===== config.mk =====
export PLATFORM = sky130hd
export DESIGN_NAME = vec_issue_queue
export DESIGN_NICKNAME = d
export VERILOG_FILES = /design/src/rtl/vec_issue_queue.sv
export SDC_FILE = /design/constraint.sdc
export NUM_CORES = 1
export LEC_CHECK = 0
export ABC_CLOCK_PERIOD_IN_PS = 7100
export CAP_MARGIN = 20
export CORE_MARGIN = 3
export CORE_UTILIZATION = 50
export DETAILED_ROUTE_END_ITERATION = 10
export MAX_ROUTING_LAYER = met4
export PLACE_DENSITY = 0.74
export SLEW_MARGIN = 20
export SYNTH_ARGS = -nofsm -noshare
export SYNTH_HDL_FRONTEND = slang
export SYNTH_SLANG_ARGS = --single-unit

===== constraint.sdc =====
create_clock -name clk -period 7.1 [get_ports clk]
set_clock_uncertainty 0.2 [all_clocks]
set_input_delay 1.065 -clock clk [delete_from_list [all_inputs] [get_ports clk]]
set_output_delay 1.065 -clock clk [all_outputs]
set_load 0.005 [all_outputs]

===== src/rtl/vec_issue_queue.sv =====
// vec_issue_queue: in-order decoupling FIFO between the scalar core's vector
// dispatch and the CARRD vector coprocessor. Each entry holds the vector
// instruction plus the rs1/rs2 scalar values captured at dispatch. The head
// entry is presented combinationally from the storage array (first-word
// fall-through). in_ready depends only on registered occupancy.
module vec_issue_queue #(
    parameter int DEPTH      = 4,
    parameter int WORD_WIDTH = 32
) (
    input  logic                     clk,
    input  logic                     rst,
    input  logic                     in_valid,
    input  logic [WORD_WIDTH-1:0]    in_instr,
    input  logic [WORD_WIDTH-1:0]    in_xs1,
    input  logic [WORD_WIDTH-1:0]    in_xs2,
    output logic                     in_ready,
    input  logic                     flush,
    output logic                     out_valid,
    output logic [WORD_WIDTH-1:0]    out_instr,
    output logic [WORD_WIDTH-1:0]    out_xs1,
    output logic [WORD_WIDTH-1:0]    out_xs2,
    input  logic                     out_ready,
    output logic [$clog2(DEPTH):0]   count
);

    localparam int PTR_W = $clog2(DEPTH);
    localparam int CNT_W = PTR_W + 1;

    // Occupancy classes derived from the count register.
    localparam logic [1:0] OCC_EMPTY   = 2'd0;
    localparam logic [1:0] OCC_PARTIAL = 2'd1;
    localparam logic [1:0] OCC_FULL    = 2'd2;

    typedef struct packed {
        logic [WORD_WIDTH-1:0] instr;
        logic [WORD_WIDTH-1:0] xs1;
        logic [WORD_WIDTH-1:0] xs2;
    } entry_t;

    entry_t            mem [DEPTH];
    logic [PTR_W-1:0]  wr_ptr;
    logic [PTR_W-1:0]  rd_ptr;
    logic [CNT_W-1:0]  count_q;
    logic [1:0]        occ;
    logic              push;
    logic              pop;
    entry_t            head;

    // Classify occupancy; handshakes and status outputs follow from it.
    always_comb begin
        // NOTE: default first so every path assigns occ and no latch is inferred.
        occ = OCC_PARTIAL;
        if (count_q == '0)
            occ = OCC_EMPTY;
        else if (count_q == CNT_W'(DEPTH))
            occ = OCC_FULL;
    end

    // A full queue refuses pushes even when the head is popped in the same
    // cycle, so in_ready never depends on out_ready.
    assign in_ready  = (occ != OCC_FULL);
    assign out_valid = (occ != OCC_EMPTY);
    assign push      = in_valid & in_ready;
    assign pop       = out_valid & out_ready;

    assign head      = mem[rd_ptr];
    assign out_instr = head.instr;
    assign out_xs1   = head.xs1;
    assign out_xs2   = head.xs2;
    assign count     = count_q;

    // Pointer and occupancy bookkeeping; rst beats flush, flush beats push/pop.
    always_ff @(posedge clk) begin
        // NOTE: state updates use non-blocking assignments so every flop samples pre-edge values.
        if (rst) begin
            wr_ptr  <= '0;
            rd_ptr  <= '0;
            count_q <= '0;
        end else if (flush) begin
            wr_ptr  <= '0;
            rd_ptr  <= '0;
            count_q <= '0;
        end else begin
            if (push)
                wr_ptr <= wr_ptr + 1'b1;
            if (pop)
                rd_ptr <= rd_ptr + 1'b1;
            case ({push, pop})
                2'b10:   count_q <= count_q + 1'b1;
                2'b01:   count_q <= count_q - 1'b1;
                default: count_q <= count_q;
            endcase
        end
    end

    // Entry storage: write the dispatched instruction and its operands.
    always_ff @(posedge clk) begin
        // NOTE: the array is intentionally not reset; count/out_valid guard stale contents.
        if (push && !flush && !rst)
            mem[wr_ptr] <= '{instr: in_instr, xs1: in_xs1, xs2: in_xs2};
    end

endmodule

==> results of run 1 <==
## final timing paths
path,cells past startpoint,slack [ps],from,endpoint
worst min register to register,2,300,wr_ptr[0],wr_ptr[0]
worst min-delay path,2,300,wr_ptr[0],wr_ptr[0]
worst max-delay path,3,2710,flop,out_xs2[0]
worst max register to register,4,4230,count[0],mem[1][85]
## worst register-to-register path: stages, from the launching register on
cell	delay, ps
dfxtp_1	450
or3b_4	190
and2_4	190
and3_4	680
buf_4	760
## cells in the mapped netlist (2+ instances only)
library cell / n / area (sq um)
a21oi_1: 2 / 10.01
and3_1: 4 / 25.02
buf_2: 11 / 55.05
buf_6: 6 / 67.56
clkbuf_1: 7 / 26.28
dfxtp_1: 9 / 180.2
edfxtp_1: 384 / 11530
ha_1: 5 / 62.56
inv_1: 6 / 22.52
mux4_2: 96 / 2162
nand2_1: 2 / 7.510
nor2_1: 7 / 26.28
or3_2: 2 / 15.01
xor2_1: 3 / 26.28
## power by group through the flow
stage / clock network [mW] / logic [mW] / registers, mW
2_1_floorplan: 0 / 0.0648 / 2.63
3_3_place_gp: 0 / 0.194 / 2.63
3_5_place_dp: 0 / 0.201 / 2.63
4_1_cts: 2.00 / 0.203 / 2.58
5_1_grt: 2.11 / 0.215 / 2.58
6_report: 1.96 / 0.200 / 2.58
## cells by family after synthesis
| logic type | Yosys count | share of synthesized area [%] |
|---|---|---|
| DFF | 393 | 81.75 |
| xor gates and xnor gates | 4 | 0.2446 |
| muxes | 97 | 15.16 |
| adders and majority gates | 6 | 0.5765 |
| buffers and inverters | 30 | 1.197 |
| AOI/OAI and AO/OA | 6 | 0.3231 |
| and+or+nand+nor | 19 | 0.7425 |
## state kept, by name, indices dropped and copies added, names as in the netlist, named ones only
signal,flops
rd_ptr,2
count,3
wr_ptr,2
mem,384
## metrics by stage
step	hold WS, ps	utilization, %	instance area [sq um]	setup WS, ps
2_1_floorplan	268.8	-	14330	2794
3_3_place_gp	286.9	59.78	16750	3131
3_5_place_dp	295.6	59.78	16750	3066
4_1_cts	302.6	64.24	17990	2623
5_1_grt	358.9	64.26	18000	2465
6_report	302.9	64.26	18000	2714
## layout make-up
class                           instances  area [sq um]
Sequential cell                       393         11720
Clock buffer                           50          1070
Multi-Input combinational cell        132          2462
Inverter                                6         22.52
Tap cell                              378         473.0
Antenna cell                            2         5.005
Fill cell                            1826         10010
Timing Repair Buffer                  207          2069
Clock inverter                         23         177.7
## routing by layer
metal  wire, microns  global-route usage, %  share of wire (%)
met1           11560                  25.67                 42
met2           13090                  28.23                 48
met3            2083                  4.799                7.7
met4             483                  4.422                1.8
met5               0                      -                  0
==> impl_metrics.py, run 1 <==
metrics = {
    "run_status": {
        "status": "finished, final reports clean",
    },
    "clock_network": {
        "cts_resized": 0,
        "cts_hold_buf": 0,
        "cts.clk_slew.worst_paths_ps": 60,
        "clkSinkCount": 393,
        "cts_tree": "built",
        "cts_buffers": 40,
        "cts_setup_buffers": 0,
        "clock_tree.root_cell": "clkbuf_16",
        "clk_latency_ps": 510,
        "clock_path_buffers": 3,
        "htree_levels": 2,
    },
    "route": {
        "ant_nets": 0,
        "via_count": 6460,
        "drc": 0,
        "viasPerCell": 5.424,
        "drtIter0Drc": 591,
        "drt_wl_total_microns": 27220,
        "drtPass1Iterations": 5,
        "wl_per_cell_microns": 22.85,
    },
    "synthesis": {
        "synth_seq_cells": 393,
        "synth_area_sq_mm": 0.01432,
        "async_flop_share_pct": 0,
        "seq_area_frac_synth_pct": 81.75,
        "yosys_warnings": 0,
        "avgSynthCellArea_sq_um": 25.81,
        "syn_inst": 555,
        "synth_nets": 662,
        "yosysUniqueCellTypes": 25,
        "synth-edff-count": 384,
        "synth_ff_type": "edfxtp_1",
    },
    "pwr": {
        "power_density_mw_per_mm2": 263.4,
        "p_int_mw": 3.839,
        "seqPwrFrac_pct": 54.5,
        "p_sw_uw": 902.3,
        "pwr-share-clk_pct": 41.3,
        "swShare_pct": 19.03,
        "p_comb_share_pct": 4.2,
        "total_power_mw": 4.741,
        "p_leak_nw": 5.573,
        "vdd_drop_max_uv": 152.4,
    },
    "setup_path": {
        "crit_path_max_fanout": 49,
        "crit_arrival_ps": 3120,
        "path_delay_family": "flip-flops",
        "critPathCaptureType": "output pin",
        "worst_ep_required_time_ps": 5830,
        "path_buf_inv": 2,
        "start_kind": "flop",
        "cpPeakStageDelay_ps": 980,
        "cpMaxStageDelayCell": "dfxtp_4",
        "path_cells": "buf_12 -> mux4_2 -> clkdlybuf4s50_1",
        "worstSetupPathType": "reg -> out",
    },
    "sta": {
        "finalCritPeriodShare_pct": 61.78,
        "setup_tns_ps": 0,
        "max_freq_mhz": 228.0,
        "slew_viol_final": 0,
        "worst_pin_slew_ps": 987.7,
        "maxSlewHeadroom_pct": 34.15,
        "rsz0062_at_grt": "no",
        "setup_violations": 0,
        "hold_violations": 0,
        "fin_crit_ps": 4386,
    },
    "die": {
        "core_sq_mm": 0.02801,
        "die_y_microns": 175.3,
        "die_w_microns": 175.3,
        "die-area_sq_mm": 0.03072,
        "start_util_pct": 51.14,
        "pin_count": 202,
        "num_rows": 61,
    },
    "placement": {
        "port_buffers": 201,
        "dp_cells": 1116,
        "gp_congestion": 0.7718,
        "dp_hpwl_microns": 16060,
    },
    "global_route": {
        "grt_pass1_vias": 7011,
        "grt_max_degree": 51,
        "overflow": 0,
        "grt_use_total_pct": 18.51,
        "grt_pass1_wl_microns": 41890,
        "antenna_found_initial": 2,
    },
    "layout": {
        "layoutNonFillerInstCount": 1191,
        "final_common_cell": "edfxtp_1",
        "final_layout_size_suffix_gt1_share_pct": 21.33,
        "layout_common_cells": "edfxtp_1, clkdlybuf4s50_1, mux4_2",
        "nNetsFinal": 887,
        "syn_to_final_growth_pct": 25.64,
    },
    "flow_run": {
        "drv_cap": 0,
    },
    "worst_hold_path": {
        "hp-class": "reg -> reg",
    },
}
No activity file was read; power rests on OpenSTA's default activity.
==> run 2: changes to the inputs <==
--- a/config.mk
+++ b/config.mk
@@ -5,7 +5,7 @@
 export SDC_FILE = /design/constraint.sdc
 export NUM_CORES = 1
 export LEC_CHECK = 0
-export ABC_CLOCK_PERIOD_IN_PS = 7100
+export ABC_CLOCK_PERIOD_IN_PS = 4150
 export CAP_MARGIN = 20
 export CORE_MARGIN = 3
 export CORE_UTILIZATION = 50
==> constraint.sdc (replaced) <==
create_clock -name clk -period 4.15 [get_ports clk]
set_clock_uncertainty 0.2 [all_clocks]
set_input_delay 0.6225 -clock clk [delete_from_list [all_inputs] [get_ports clk]]
set_output_delay 0.6225 -clock clk [all_outputs]
set_load 0.005 [all_outputs]
==> impl_metrics.py, run 2 (synthesis gave the netlist of run 1 again) <==
metrics = {
    "sta": {
        "maxSlewHeadroom_pct": 64.99,
        "hold_violations": 0,
        "finalCritPeriodShare_pct": 82.30,
        "fin_crit_ps": 3416,
        "setup_tns_ps": 0,
        "slew_viol_final": 0,
        "worst_pin_slew_ps": 525.2,
        "setup_violations": 0,
        "max_freq_mhz": 292.8,
        "fin_ws_ps": 734.4,
        "rsz0062_at_grt": "no",
    },
    "setup_path": {
        "r2r_cells": 9,
        "cpMaxStageDelayCell": "dfxtp_4",
        "critPathCaptureType": "output pin",
        "worstSetupPathType": "reg -> out",
        "cpPeakStageDelay_ps": 610,
        "path_cells": "buf_12 -> mux4_2 -> clkdlybuf4s50_1",
        "crit_path_max_fanout": 41,
        "crit_arrival_ps": 2590,
        "cp.depth": 3,
        "r2r_start": "count[2]",
        "r2r_end": "count[2]",
        "path_delay_family": "buffers and inverters",
        "start_kind": "flop",
        "endpoint": "out_xs2[26]",
        "reg2reg_slack_ps": 1410,
        "path_buf_inv": 2,
        "worst_ep_required_time_ps": 3330,
    },
    "placement": {
        "dp_hpwl_microns": 16960,
        "port_buffers": 201,
        "place_ws_ps": 1087,
        "dp_cells": 1122,
        "gp_congestion": 0.7432,
    },
    "layout": {
        "final_util_pct": 64.31,
        "num-fill-cells": 1830,
        "multi_input_area_sq_mm": 0.002462,
        "register_area_sq_mm": 0.01172,
        "final_common_cell": "edfxtp_1",
        "largest_reg_flops": 384,
        "syn_to_final_growth_pct": 25.76,
        "layout_common_cells": "edfxtp_1, clkdlybuf4s50_1, mux4_2",
        "layoutNonFillerInstCount": 1192,
        "nNetsFinal": 893,
        "final_layout_size_suffix_gt1_share_pct": 20.91,
        "regMostFlops": "mem",
    },
    "global_route": {
        "grt_pass1_wl_microns": 42190,
        "overflow": 0,
        "grt_max_degree": 74,
        "antenna_found_initial": 1,
        "grt_use_total_pct": 18.48,
        "grt_pass1_vias": 7213,
    },
    "pwr": {
        "p_sw_mw": 1.487,
        "pwr-share-clk_pct": 39.8,
        "p_comb_share_pct": 4.4,
        "p_leak_nw": 5.574,
        "total_power_mw": 7.909,
        "swShare_pct": 18.80,
        "vdd_drop_max_uv": 217.7,
        "seqPwrFrac_pct": 55.8,
        "p_int_mw": 6.422,
        "power_density_mw_per_mm2": 439.0,
    },
    "route": {
        "drt_wl_total_microns": 27510,
        "wl_per_cell_microns": 23.08,
        "drc": 0,
        "ant_nets": 0,
        "via_count": 6566,
        "viasPerCell": 5.508,
        "drtPass1Iterations": 5,
        "drtIter0Drc": 548,
    },
    "die": {
        "num_rows": 61,
        "die-area_sq_mm": 0.03072,
        "pin_count": 202,
        "core_sq_mm": 0.02801,
        "die_w_microns": 175.3,
        "die_y_microns": 175.3,
        "start_util_pct": 51.14,
    },
    "clock_network": {
        "cts_resized": 0,
        "clk_latency_ps": 500,
        "clock_tree.root_cell": "clkbuf_16",
        "cts.clk_slew.worst_paths_ps": 60,
        "cts_tree": "built",
        "htree_levels": 2,
        "cts_buffers": 40,
        "cts_setup_buffers": 0,
        "clkSinkCount": 393,
        "clock_path_buffers": 3,
        "cts_hold_buf": 0,
    },
    "worst_hold_path": {
        "hp-class": "reg -> reg",
    },
    "flow_run": {
        "drv_cap": 0,
    },
    "run_status": {
        "status": "finished, final reports clean",
    },
}
[run 2: power groups by stage]
stage,registers [mW],logic [mW],clock network (mW)
floorplan,4.50,0.111,0
global placement,4.49,0.339,0
detailed placement,4.50,0.352,0
CTS,4.41,0.355,3.23
global route,4.42,0.373,3.40
finish,4.41,0.349,3.15
[run 2: through the flow]
step	hold WS (ps)	cell area [sq um]
floorplan	268.8	14330
global placement	279.1	16870
detailed placement	311.8	16870
CTS	319.6	18010
global route	337.7	18010
finish	310.2	18010
[run 2: worst register-to-register path, delay by kind of cell (launching register included)]
family	cells	cell delay, ps
AO/OA/AOI/OAI	1	150
adder cells (fa/ha/maj)	2	560
AND/OR/NAND/NOR	3	1040
XOR/XNOR	1	160
flip-flops	1	430
buffers and inverters	2	140
[run 2: per-layer routing]
layer	GRT usage, %	share of wire (%)	vias to the layer above
met5	-	0	-
met4	3.624	1.3	0
met3	4.864	7.5	32
met2	30.50	51	235
met1	23.72	40	3457
li1	-	-	2842
[run 2: final cells by class]
type / count / share of cell area [%]
flip-flops and latches: 393 / 65.05
diodes: 1 / 0.01389
repair buffers: 213 / 12.15
clock inverters: 13 / 0.3542
clock buffers: 56 / 6.008
inverters: 6 / 0.1250
well taps: 378 / 2.625
multi-input cells: 132 / 13.67
[run 2: worst min path at each step]
stage                     slack (ps)  startpoint   endpoint  depth (start not counted)
after global placement           280   wr_ptr[0]  wr_ptr[0]                          2
after CTS                        320   wr_ptr[0]  wr_ptr[0]                          2
final                            310   wr_ptr[0]  wr_ptr[0]                          2
after floorplan                  270   wr_ptr[0]  wr_ptr[0]                          2
after global routing             340   wr_ptr[0]  wr_ptr[0]                          2
after detailed placement         310   wr_ptr[0]  wr_ptr[0]                          2
